===== config.mk =====
export PLATFORM = sky130hd
export DESIGN_NAME = rank_selector
export DESIGN_NICKNAME = d
export VERILOG_FILES = /design/src/rtl/rank_selector.sv
export SDC_FILE = /design/constraint.sdc
export NUM_CORES = 1
export LEC_CHECK = 0
export ABC_AREA = 1
export BUFFER_PORTS_ARGS = -buffer_cell sky130_fd_sc_hd__buf_2
export CORE_MARGIN = 3
export CORE_UTILIZATION = 31
export CTS_CLUSTER_DIAMETER = 50
export DETAILED_ROUTE_END_ITERATION = 12
export GPL_TIMING_DRIVEN = 1
export PLACE_DENSITY_LB_ADDON = 0.1
export SLEW_MARGIN = 30
export SYNTH_ARGS = -nofsm -noshare
export SYNTH_HDL_FRONTEND = slang
export SYNTH_SLANG_ARGS = --single-unit

===== constraint.sdc =====
create_clock -name clk -period 3.4 [get_ports clk]
set_clock_uncertainty 0.2 [all_clocks]
set_input_delay 0.68 -clock clk [delete_from_list [all_inputs] [get_ports clk]]
set_output_delay 0.68 -clock clk [all_outputs]
set_load 0.02 [all_outputs]

===== src/rtl/rank_selector.sv =====
// rank_selector: picks, from each window of N (sample, rank) pairs, the sample whose
// rank is the smallest one at or above a per-window target (largest legal rank if none).
// Ports: clk, rst_n (sync, active-low); in_valid/in_ready/in_data/in_rank/target_rank
// form the input beat stream; out_valid/out_ready/out_data/out_rank/out_exact/out_err
// carry one result per window, held until accepted.
module rank_selector #(
  parameter int N = 7,
  parameter int DATA_W = 8,
  parameter int rank_bits = $clog2(N + 1)
) (
  input  logic                 clk,
  input  logic                 rst_n,
  input  logic                 in_valid,
  output logic                 in_ready,
  input  logic [DATA_W-1:0]    in_data,
  input  logic [rank_bits-1:0] in_rank,
  input  logic [rank_bits-1:0] target_rank,
  output logic                 out_valid,
  input  logic                 out_ready,
  output logic [DATA_W-1:0]    out_data,
  output logic [rank_bits-1:0] out_rank,
  output logic                 out_exact,
  output logic                 out_err
);
  localparam int CW = $clog2(N);
  localparam logic [CW-1:0] LAST = CW'(N - 1);
  localparam logic [rank_bits-1:0] NR = rank_bits'(N);
  localparam logic COLLECT = 1'b0;
  localparam logic OUTPUT = 1'b1;
  logic state;
  logic [CW-1:0] cnt;
  logic [rank_bits-1:0] tgt, t_in, t_eff, c_rank, n_rank;
  logic [DATA_W-1:0] c_data, n_data;
  logic have, have_ge, err, acc, legal, ge, take, n_have, n_ge, n_err;
  assign in_ready = rst_n && state == COLLECT;
  assign out_valid = state == OUTPUT;
  assign acc = in_valid && in_ready;
  // Beat 0 must be judged against the target arriving with it, not the stale latch.
  // A held candidate at/above target only yields to a strictly smaller rank at/above
  // target; a fallback candidate yields to any at/above-target beat or a strictly larger rank.
  always_comb begin
    t_in = target_rank == '0 ? rank_bits'(1) : (target_rank > NR ? NR : target_rank);
    t_eff = cnt == '0 ? t_in : tgt;
    legal = in_rank != '0 && in_rank <= NR;
    ge = in_rank >= t_eff;
    take = legal && (!have || (have_ge ? (ge && in_rank < c_rank) : (ge || in_rank > c_rank)));
    n_data = take ? in_data : c_data;
    n_rank = take ? in_rank : c_rank;
    n_have = have || take;
    n_ge = take ? ge : have_ge;
    n_err = err || !legal;
  end
  always_ff @(posedge clk) begin
    if (!rst_n) begin
      state <= COLLECT;
      cnt <= '0;
      tgt <= '0;
      have <= 1'b0;
      have_ge <= 1'b0;
      err <= 1'b0;
      c_data <= '0;
      c_rank <= '0;
      out_data <= '0;
      out_rank <= '0;
      out_exact <= 1'b0;
      out_err <= 1'b0;
    end else if (acc) begin
      if (cnt == '0) tgt <= t_in;
      if (cnt == LAST) begin
        state <= OUTPUT;
        out_data <= n_data;
        out_rank <= n_rank;
        out_exact <= n_have && n_rank == t_eff;
        out_err <= n_err;
        cnt <= '0;
        have <= 1'b0;
        have_ge <= 1'b0;
        err <= 1'b0;
        c_data <= '0;
        c_rank <= '0;
      end else begin
        cnt <= cnt + CW'(1);
        have <= n_have;
        have_ge <= n_ge;
        err <= n_err;
        c_data <= n_data;
        c_rank <= n_rank;
      end
    end else if (state == OUTPUT && out_ready) begin
      state <= COLLECT;
    end
  end
endmodule


==> results of run 1 <==
## per-layer routing
metal | vias to the layer above | routed length (um) | part of all wire | GRT usage
met5 | - | 0 | 0 | 0
met4 | 0 | 61 | 0.015 | 0.0507
met3 | 6 | 231 | 0.058 | 0.0418
met2 | 34 | 1670 | 0.42 | 0.220
met1 | 687 | 2050 | 0.51 | 0.174
li1 | 842 | - | - | -
## cells by family after synthesis
family / count (synthesis)
AND/OR/NAND/NOR: 100
AO/OA/AOI/OAI: 59
buffers and inverters: 39
flip-flops: 34
adder cells (fa/ha/maj): 5
## area by class of cell
class,instances,area share
Clock buffer,6,0.0410
Clock inverter,1,0.0149
Inverter,30,0.0559
Multi-Input combinational cell,164,0.420
Sequential cell,34,0.338
Tap cell,70,0.0435
Timing Repair Buffer,34,0.0869
## metrics by stage
stage	hold slack [ns]	area [um^2]
2_1_floorplan	0.243	1690
3_3_place_gp	0.242	1900
3_5_place_dp	0.244	1900
4_1_cts	0.263	2020
5_1_grt	0.279	2020
6_report	0.260	2020
## power breakdown
group,internal [W],total (W),switching (W)
registers,0.000413,0.000423,0.0000103
logic,0.0000498,0.000138,0.0000878
clock network,0.000235,0.000385,0.000151
## worst register-to-register path, cell delays in order (launching register included)
cell	delay, ns
dfxtp_1	0.36
nor2_2	0.18
nand2_2	0.11
a211oi_1	0.19
a21oi_1	0.12
ha_1	0.29
inv_1	0.05
nand2_1	0.05
o21ai_0	0.14
inv_1	0.06
nand2_2	0.08
nand3_2	0.06
nand2_2	0.08
nand2_4	0.08
nand2_4	0.25
nand2_1	0.09
nand2_1	0.13
nor2_1	0.05
nor2_1	0.11
nand2_1	0.06
nand2_1	0.06
## worst min-delay path by stage
stage	startpoint	end	slack [ns]	cells past startpoint
finish	out_data[7]	out_data[7]	0.26	2
global route	c_data[2]	c_data[2]	0.28	2
CTS	out_data[6]	out_data[6]	0.26	2
detailed placement	out_data[0]	out_data[0]	0.24	2
global placement	out_data[7]	out_data[7]	0.24	2
floorplan	c_data[0]	c_data[0]	0.24	2
## sequential cells by signal (all words and copies together), names as in the netlist
name / flops
c_data: 8
c_rank: 3
cnt: 3
err: 1
have: 1
have_ge: 1
out_data: 8
out_err: 1
out_exact: 1
out_rank: 3
out_valid: 1
tgt: 3
## layout by cell type (no fill, tap or decap), types with 2 or more instances in the layout
cell type  count
nand2_1       58
dfxtp_1       34
buf_2         32
inv_1         29
o21ai_0       26
a21oi_1       19
nand3_1       14
nor2_1        12
o211ai_1       8
nand2_2        6
clkbuf_8       6
ha_1           5
nand3_2        3
a22o_1         3
nor2_2         2
nand2_4        2
buf_4          2
==> out/qor.csv, run 1 <==
metric,value,unit
Root Driver,clkbuf_8,
Yosys top cell area share,0.403,
Ys Warns,0,
first-pass GRT wire length,6740,um
Via density,4.63,
initial antenna violation count,0,
Area growth syn-to-layout,19.3,%
RR Startpoint,cnt[0],
Placer Congestion,0.790,
CP Data Arrival Time,2.88,ns
Mapped Nets,260,
fmax,351,MHz
dpl cells,332,
post-synthesis mux area share,0,
xor and xnor area share after synthesis,0,
"critical path, cell by cell",nor2_2 -> nand2_2 -> a211oi_1 -> a21oi_1 -> ha_1 -> inv_1 -> nand2_1 -> o21ai_0 -> inv_1 -> nand2_2 -> nand3_2 -> nand2_2 -> nand2_4 -> nand2_4 -> nand2_1 -> nand2_1 -> nor2_1 -> nor2_1 -> nand2_1 -> nand2_1,
crit path max fanout,31,
Synth Instances,237,
Period minus WS final,2.85,ns
IO Pins,33,
synthesized area per cell,7.13,um^2
Overall Power,0.000946,W
crit path capture,out_exact,
Buffers on Ports,32,
Num Clock Sinks,34,
Worst EP required,3.43,ns
fraction of layout cells with a size suffix above 1,0.208,
Post-synth EDFFs,0,
Post-CTS Resized,0,
# diodes,0,
fillers,572,
fin cells,339,
final setup fails,0,
Worst path top cell family by delay,simple AND/OR/NAND/NOR gates,
endpoint class of the critical path,register,
"Net count, final",292,
Post-Synth Adder-Cell Area,0.0370,
Synth Area in Simple Gates,0.269,
Multi-input gate area,847,um^2
Setup CP Type,reg -> reg,
Post-Syn Area,1690,um^2
Worst-Margin Slew,0.769,ns
reg-to-reg endpoint,out_exact,
leak pwr,0.904,nW
worst relative slew slack,0.485,
TritonRoute pass-1 iters,4,
fin util,0.390,
starting density of the core,0.327,
row count,26,
post-synthesis async set-or-reset flop share,0,
Compound-Gate Fraction of Synth Area,0.196,
clock buffer depth,2,
Crit path top cell by count,nand2_1,
"Top FF cell, synth",dfxtp_1,
crit path launch type,register,
Routed Antenna Nets,0,
most common cell in the netlist,nand2_1,
synth unique cells,24,
delay of the slowest critical-path stage,0.36,ns
total of max-cap violations,0,
GRT Overall Usage,0.138,
Buffers & Inverters on Critical Path,2,
largest net degree at the start of global routing,32,
die height,79.8,um
largest family of logic cells by synthesized area,simple AND/OR/NAND/NOR gates,
flop-to-flop setup slack,0.55,ns
post-synthesis register bit count,34,
WP depth,20,
GRT overflow,0,
H-tree depth,2,
Max Slew Vio Count,0,
vias in the first global route,1488,
slowest cell on the critical path,dfxtp_1,
Num CTS Buffers,5,
CTS Hold Bufs,0,
post-route setup slack,0.549,ns
clock latency on the worst-skew pair,0.28,ns
FF+latch area,681,um^2
pwr dens,469,nW/um^2
DRT iter0 DRCs,64,
final wirelength,4010,um
dpl ws,0.310,ns
die extent in x,79.8,um
Clock Pin Slew Worst Setup and Hold Paths,0.07,ns
# DRC,0,
VDD IR-drop max,226,uV
post-synthesis sequential area ratio,0.403,
setup tns final,0,ns
largest area contributor in the netlist,dfxtp_1,
drt wl/cell,11.8,um
CTS tree,done,
crit path from,cnt[0],
RSZ-0062 raised after global routing,false,
core area,5170,um^2
worst r2r path cells,20,
run status,completed,
"Setup Fix Bufs, Post-CTS",0,
Synth area leaders,"dfxtp_1 (40%), nand2_1 (13%), o21ai_0 (7.7%)",
HPWL after DPL,2910,um
die area,6370,um^2
fin crit share,0.839,
"top cells by count, synth","nand2_1 (58), dfxtp_1 (34), inv_1 (29)",
vias,1569,
final hold vios,0,
worst hold-check path type,reg -> reg,
Power figures use the tool's default switching activity.
==> inputs of run 2 (changes only) <==
==> constraint.sdc (replaced) <==
create_clock -name clk -period 2.9 [get_ports clk]
set_clock_uncertainty 0.2 [all_clocks]
set_input_delay 0.58 -clock clk [delete_from_list [all_inputs] [get_ports clk]]
set_output_delay 0.58 -clock clk [all_outputs]
set_load 0.02 [all_outputs]
==> out/qor.csv, run 2 (synthesis gave the netlist of run 1 again) <==
metric,value,unit,change
run status,completed,,
fin crit share,0.917,,+0.0781
clock buffer depth,2,,unchanged
"Net count, final",300,,+2.7%
Area growth syn-to-layout,25.0,%,
Num Clock Sinks,34,,unchanged
Setup CP Type,reg -> reg,,
leak pwr,0.947,nW,+4.8%
die extent in x,79.8,um,unchanged
die height,79.8,um,unchanged
GRT Overall Usage,0.137,,-0.00111
drt wl/cell,12.0,um,+1.6%
Overall Power,0.00106,W,+12%
fraction of layout cells with a size suffix above 1,0.252,,+0.0436
Clock Pin Slew Worst Setup and Hold Paths,0.07,ns,about the same
VDD IR-drop max,247,uV,+9.3%
largest net degree at the start of global routing,26,,-19%
starting density of the core,0.327,,unchanged
Worst-Margin Slew,0.654,ns,-0.115 ns
dpl ws,0.0799,ns,-0.230 ns
core area,5170,um^2,unchanged
crit path max fanout,13,,-58%
Placer Congestion,0.774,,-2.0%
Largest regs,"c_data (8), out_data (8)",,
GRT overflow,0,,unchanged
setup tns final,0,ns,unchanged
Multi-input gate area,870,um^2,+2.7%
post-route setup slack,0.242,ns,-0.307 ns
crit path launch type,register,,
final setup fails,0,,unchanged
Num CTS Buffers,5,,unchanged
total of max-cap violations,0,,unchanged
Via density,4.48,,-3.1%
Max Slew Vio Count,0,,unchanged
die area,6370,um^2,unchanged
fmax,376,MHz,+7.2%
H-tree depth,2,,unchanged
Routed Antenna Nets,0,,unchanged
Worst EP required,2.92,ns,-0.51 ns
worst r2r path cells,17,,-15%
clock latency on the worst-skew pair,0.29,ns,about the same
DRT iter0 DRCs,83,,+30%
worst hold path stage count,2,,unchanged
row count,26,,unchanged
initial antenna violation count,0,,unchanged
endpoint class of the critical path,register,,
vias in the first global route,1417,,-4.8%
final hold vios,0,,unchanged
"commonest non-fill, non-tap cell in the layout",nand2_1,,
Buffers on Ports,32,,unchanged
Period minus WS final,2.66,ns,-0.193 ns
IO Pins,33,,unchanged
FF+latch area,682,um^2,+0.18%
TritonRoute pass-1 iters,4,,unchanged
# diodes,0,,unchanged
worst hold-check path type,reg -> reg,,
Root Driver,clkbuf_8,,
CTS tree,done,,
CP Data Arrival Time,2.68,ns,-0.20 ns
vias,1560,,-0.57%
fillers,557,,-2.6%
HPWL after DPL,2880,um,-1.2%
# DRC,0,,unchanged
final wirelength,4180,um,+4.3%
pwr dens,502,nW/um^2,+6.9%
worst relative slew slack,0.564,,+0.0782
most frequent cells in the layout,"nand2_1 (57), dfxtp_1 (33), buf_2 (32)",,
first-pass GRT wire length,6780,um,+0.61%
-- run 2: changes by cell type in the layout (fill, tap and decap cells not counted), sizes merged --
| cell | change |
|---|---|
| clkinv | +1 |
| clkbuf | +1 |
| bufinv | -1 |
| buf | +7 |
| clkinvlp | +1 |
-- run 2: power by group --
group	switching (W)	internal, W
clock network	0.000181	0.000191
registers	0.0000121	0.000484
logic	0.000112	0.0000789
-- run 2: cell type report --
cell class	count	share of cell area
multi-input combinational	164	0.412
sequential	34	0.323
timing repair buffer	42	0.126
inverter	30	0.0533
tap	70	0.0415
clock buffer	6	0.0391
clock inverter	2	0.00592
-- run 2: path summary, 6_finish.rpt --
kind	startpoint	to	slack [ns]
worst max-delay path	cnt[1]	have_ge	0.24
worst min-delay path	out_exact	out_exact	0.25
worst max register to register	cnt[1]	have_ge	0.24
worst min register to register	out_exact	out_exact	0.25
-- run 2: per-layer routing --
| layer | vias to the layer above | share of wire | global-route usage |
|---|---|---|---|
| li1 | 852 | - | - |
| met3 | 4 | 0.039 | 0.0418 |
| met2 | 24 | 0.41 | 0.192 |
| met5 | - | 0 | 0 |
| met4 | 0 | 0.0096 | 0.0456 |
| met1 | 680 | 0.54 | 0.196 |
-- run 2: critical path, stage by stage (launching register included) --
cell	delay, ns
dfxtp_1	0.35
nor2_2	0.16
nand2_2	0.12
buf_4	0.15
o21ai_0	0.22
inv_1	0.09
ha_1	0.27
o21ai_1	0.05
inv_1	0.06
nand2_2	0.06
nand3_2	0.06
nand2_2	0.06
nand2_4	0.12
nand2_8	0.09
buf_12	0.16
nor2_1	0.14
o21ai_1	0.07
a31oi_1	0.16
-- run 2: through the flow --
step           std cells   util  hold WS [ns]  area [um^2]
6_report             348  0.408         0.253         2110
2_1_floorplan        237      -         0.243         1690
3_3_place_gp         337  0.378         0.235         1950
4_1_cts              345  0.396         0.260         2050
5_1_grt              348  0.408         0.275         2110
3_5_place_dp         337  0.378         0.241         1960
-- run 2: timing repair --
action | 4_1_cts | 5_1_grt
setup endpoints to repair | 0 | 18
gates resized for setup | 0 | 6
buffers inserted | 0 | 2
hold buffers | 0 | 0
==> inputs of run 3 (changes only) <==
--- a/config.mk
+++ b/config.mk
@@ -12,7 +12,6 @@
 export CTS_CLUSTER_DIAMETER = 50
 export DETAILED_ROUTE_END_ITERATION = 12
 export GPL_TIMING_DRIVEN = 1
-export PLACE_DENSITY_LB_ADDON = 0.1
 export SLEW_MARGIN = 30
 export SYNTH_ARGS = -nofsm -noshare
 export SYNTH_HDL_FRONTEND = slang
==> out/qor.csv, run 3 (synthesis gave the netlist of run 1 again) <==
metric,value,unit,change
"Net count, final",297,,-1.0%
Clock Pin Slew Worst Setup and Hold Paths,0.07,ns,about the same
switching pwr,0.000286,W,-6.5%
# diodes,0,,unchanged
leak pwr,0.933,nW,-1.5%
worst r2r path cells,18,,+1
clock latency on the worst-skew pair,0.28,ns,about the same
die area,6370,um^2,unchanged
Largest regs,"c_data (8), out_data (8)",,
run status,completed,,
vias in the first global route,1511,,+6.6%
Placer Congestion,0.868,,+12%
largest net degree at the start of global routing,26,,unchanged
P_int,0.000827,W,+9.6%
delay of the slowest critical-path stage,0.35,ns,about the same
vias,1587,,+1.7%
die height,79.8,um,unchanged
Setup CP Type,reg -> reg,,
Clk pwr share,0.398,,+0.047
most frequent cells in the layout,"nand2_1 (58), dfxtp_1 (34), buf_2 (32)",,
GRT Overall Usage,0.132,,-0.00439
first-pass GRT wire length,6650,um,-1.9%
"critical path, cell by cell",nor2_2 -> nand2_2 -> a211oi_2 -> a21oi_1 -> ha_1 -> inv_1 -> nand2_1 -> o21ai_0 -> inv_1 -> nand2_2 -> nand3_2 -> nand2_2 -> nand2_4 -> nand2_4 -> buf_12 -> nand2_1 -> o21ai_0 -> o21ai_0,,
pwr dens,537,nW/um^2,+7.0%
Period minus WS final,2.61,ns,-0.0490 ns
# DRC,0,,unchanged
reg-to-reg endpoint,out_data[2],,
fin crit share,0.900,,-0.0169
fin cells,344,,-1.1%
starting density of the core,0.327,,unchanged
die extent in x,79.8,um,unchanged
Worst EP required,2.86,ns,-0.06 ns
VDD IR-drop max,274,uV,+11%
worst hold-check path type,reg -> reg,,
clock buffer depth,2,,unchanged
initial antenna violation count,0,,unchanged
slowest cell on the critical path,dfxtp_1,,
final setup fails,0,,unchanged
Routed Antenna Nets,0,,unchanged
DRT iter0 DRCs,63,,-24%
H-tree depth,2,,unchanged
RR Startpoint,cnt[1],,
total of max-cap violations,0,,unchanged
RSZ-0062 raised after global routing,false,,
Num Clock Sinks,34,,unchanged
row count,26,,unchanged
endpoint class of the critical path,register,,
setup tns final,0,ns,unchanged
fmax,383,MHz,+1.9%
worst relative slew slack,0.573,,+0.00921
TritonRoute pass-1 iters,6,,+2
"commonest non-fill, non-tap cell in the layout",nand2_1,,
drt wl/cell,11.3,um,-5.8%
Num CTS Buffers,5,,unchanged
dpl cells,337,,unchanged
GRT overflow,0,,unchanged
crit path from,cnt[1],,
HPWL after DPL,2870,um,-0.35%
fillers,536,,-3.8%
Worst-Margin Slew,0.640,ns,-0.0138 ns
CTS Hold Bufs,0,,unchanged
Root Driver,clkbuf_8,,
IO Pins,33,,unchanged
Sw Ratio,0.257,,-0.0315
Buffers on Ports,32,,unchanged
core area,5170,um^2,unchanged
final wirelength,3890,um,-6.8%
flop-to-flop setup slack,0.29,ns,+0.05 ns
CP Data Arrival Time,2.57,ns,-0.11 ns
part of the power in registers,0.446,,-0.023
final hold vios,0,,unchanged
Via density,4.61,,+2.9%
crit path max fanout,25,,+12
fraction of layout cells with a size suffix above 1,0.230,,-0.0219
crit path capture,out_data[2],,
Max Slew Vio Count,0,,unchanged
Area growth syn-to-layout,22.7,%,
combinational share of power,0.156,,-0.024
crit path launch type,register,,
CTS tree,done,,
## run 3: metrics by stage
stage	power [W]	cell area [um^2]	util	worst slack [ns]	hold slack, ns
detailed placement	0.000678	1950	0.378	0.148	0.236
global placement	0.000676	1950	0.378	0.177	0.238
global route	0.00118	2070	0.401	0.000177	0.283
finish	0.00111	2070	0.401	0.290	0.249
floorplan	0.000628	1690	-	0.370	0.243
CTS	0.00113	2070	0.399	0.225	0.253
## run 3: what timing repair did
item | in CTS | in global routing
resized for setup | 0 | 1
setup endpoints to repair | 0 | 17
endpoints found under the hold margin | 0 | 0
setup buffers | 0 | 0
## run 3: how the worst min path moves through the flow
stage	start	to	depth (start not counted)
after floorplan	c_data[0]	c_data[0]	2
after global placement	out_exact	out_exact	2
after detailed placement	out_exact	out_exact	2
after CTS	out_exact	out_exact	2
after global routing	out_err	out_err	2
final	out_exact	out_exact	2
## run 3: layer usage
metal,track usage,share of wire,vias to the layer above
met4,0.0456,0.020,0
met5,0,0,-
met1,0.176,0.49,699
li1,-,-,850
met3,0.0418,0.051,9
met2,0.200,0.44,29
## run 3: layout make-up
| class | count | area [um^2] | area share |
|---|---|---|---|
| clock buffers | 6 | 82.6 | 0.0398 |
| inverters | 30 | 113 | 0.0543 |
| well taps | 70 | 87.6 | 0.0422 |
| flip-flops and latches | 34 | 681 | 0.328 |
| multi-input cells | 164 | 855 | 0.412 |
| clock inverters | 1 | 30.0 | 0.0145 |
| repair buffers | 39 | 225 | 0.109 |
## run 3: critical path, delay by kind of cell (launching register included)
kind | cells | cell delay (ns)
simple gates | 9 | 0.82
compound gates | 5 | 0.54
flops | 1 | 0.35
buf+inv | 3 | 0.29
fa+ha+maj | 1 | 0.28
## run 3: power by group through the flow
stage	Combinational, W	Clock (W)	Sequential, W
2_1_floorplan	0.000123	0	0.000504
3_3_place_gp	0.000170	0	0.000506
3_5_place_dp	0.000171	0	0.000507
4_1_cts	0.000174	0.000459	0.000496
5_1_grt	0.000199	0.000482	0.000498
6_report	0.000173	0.000443	0.000496
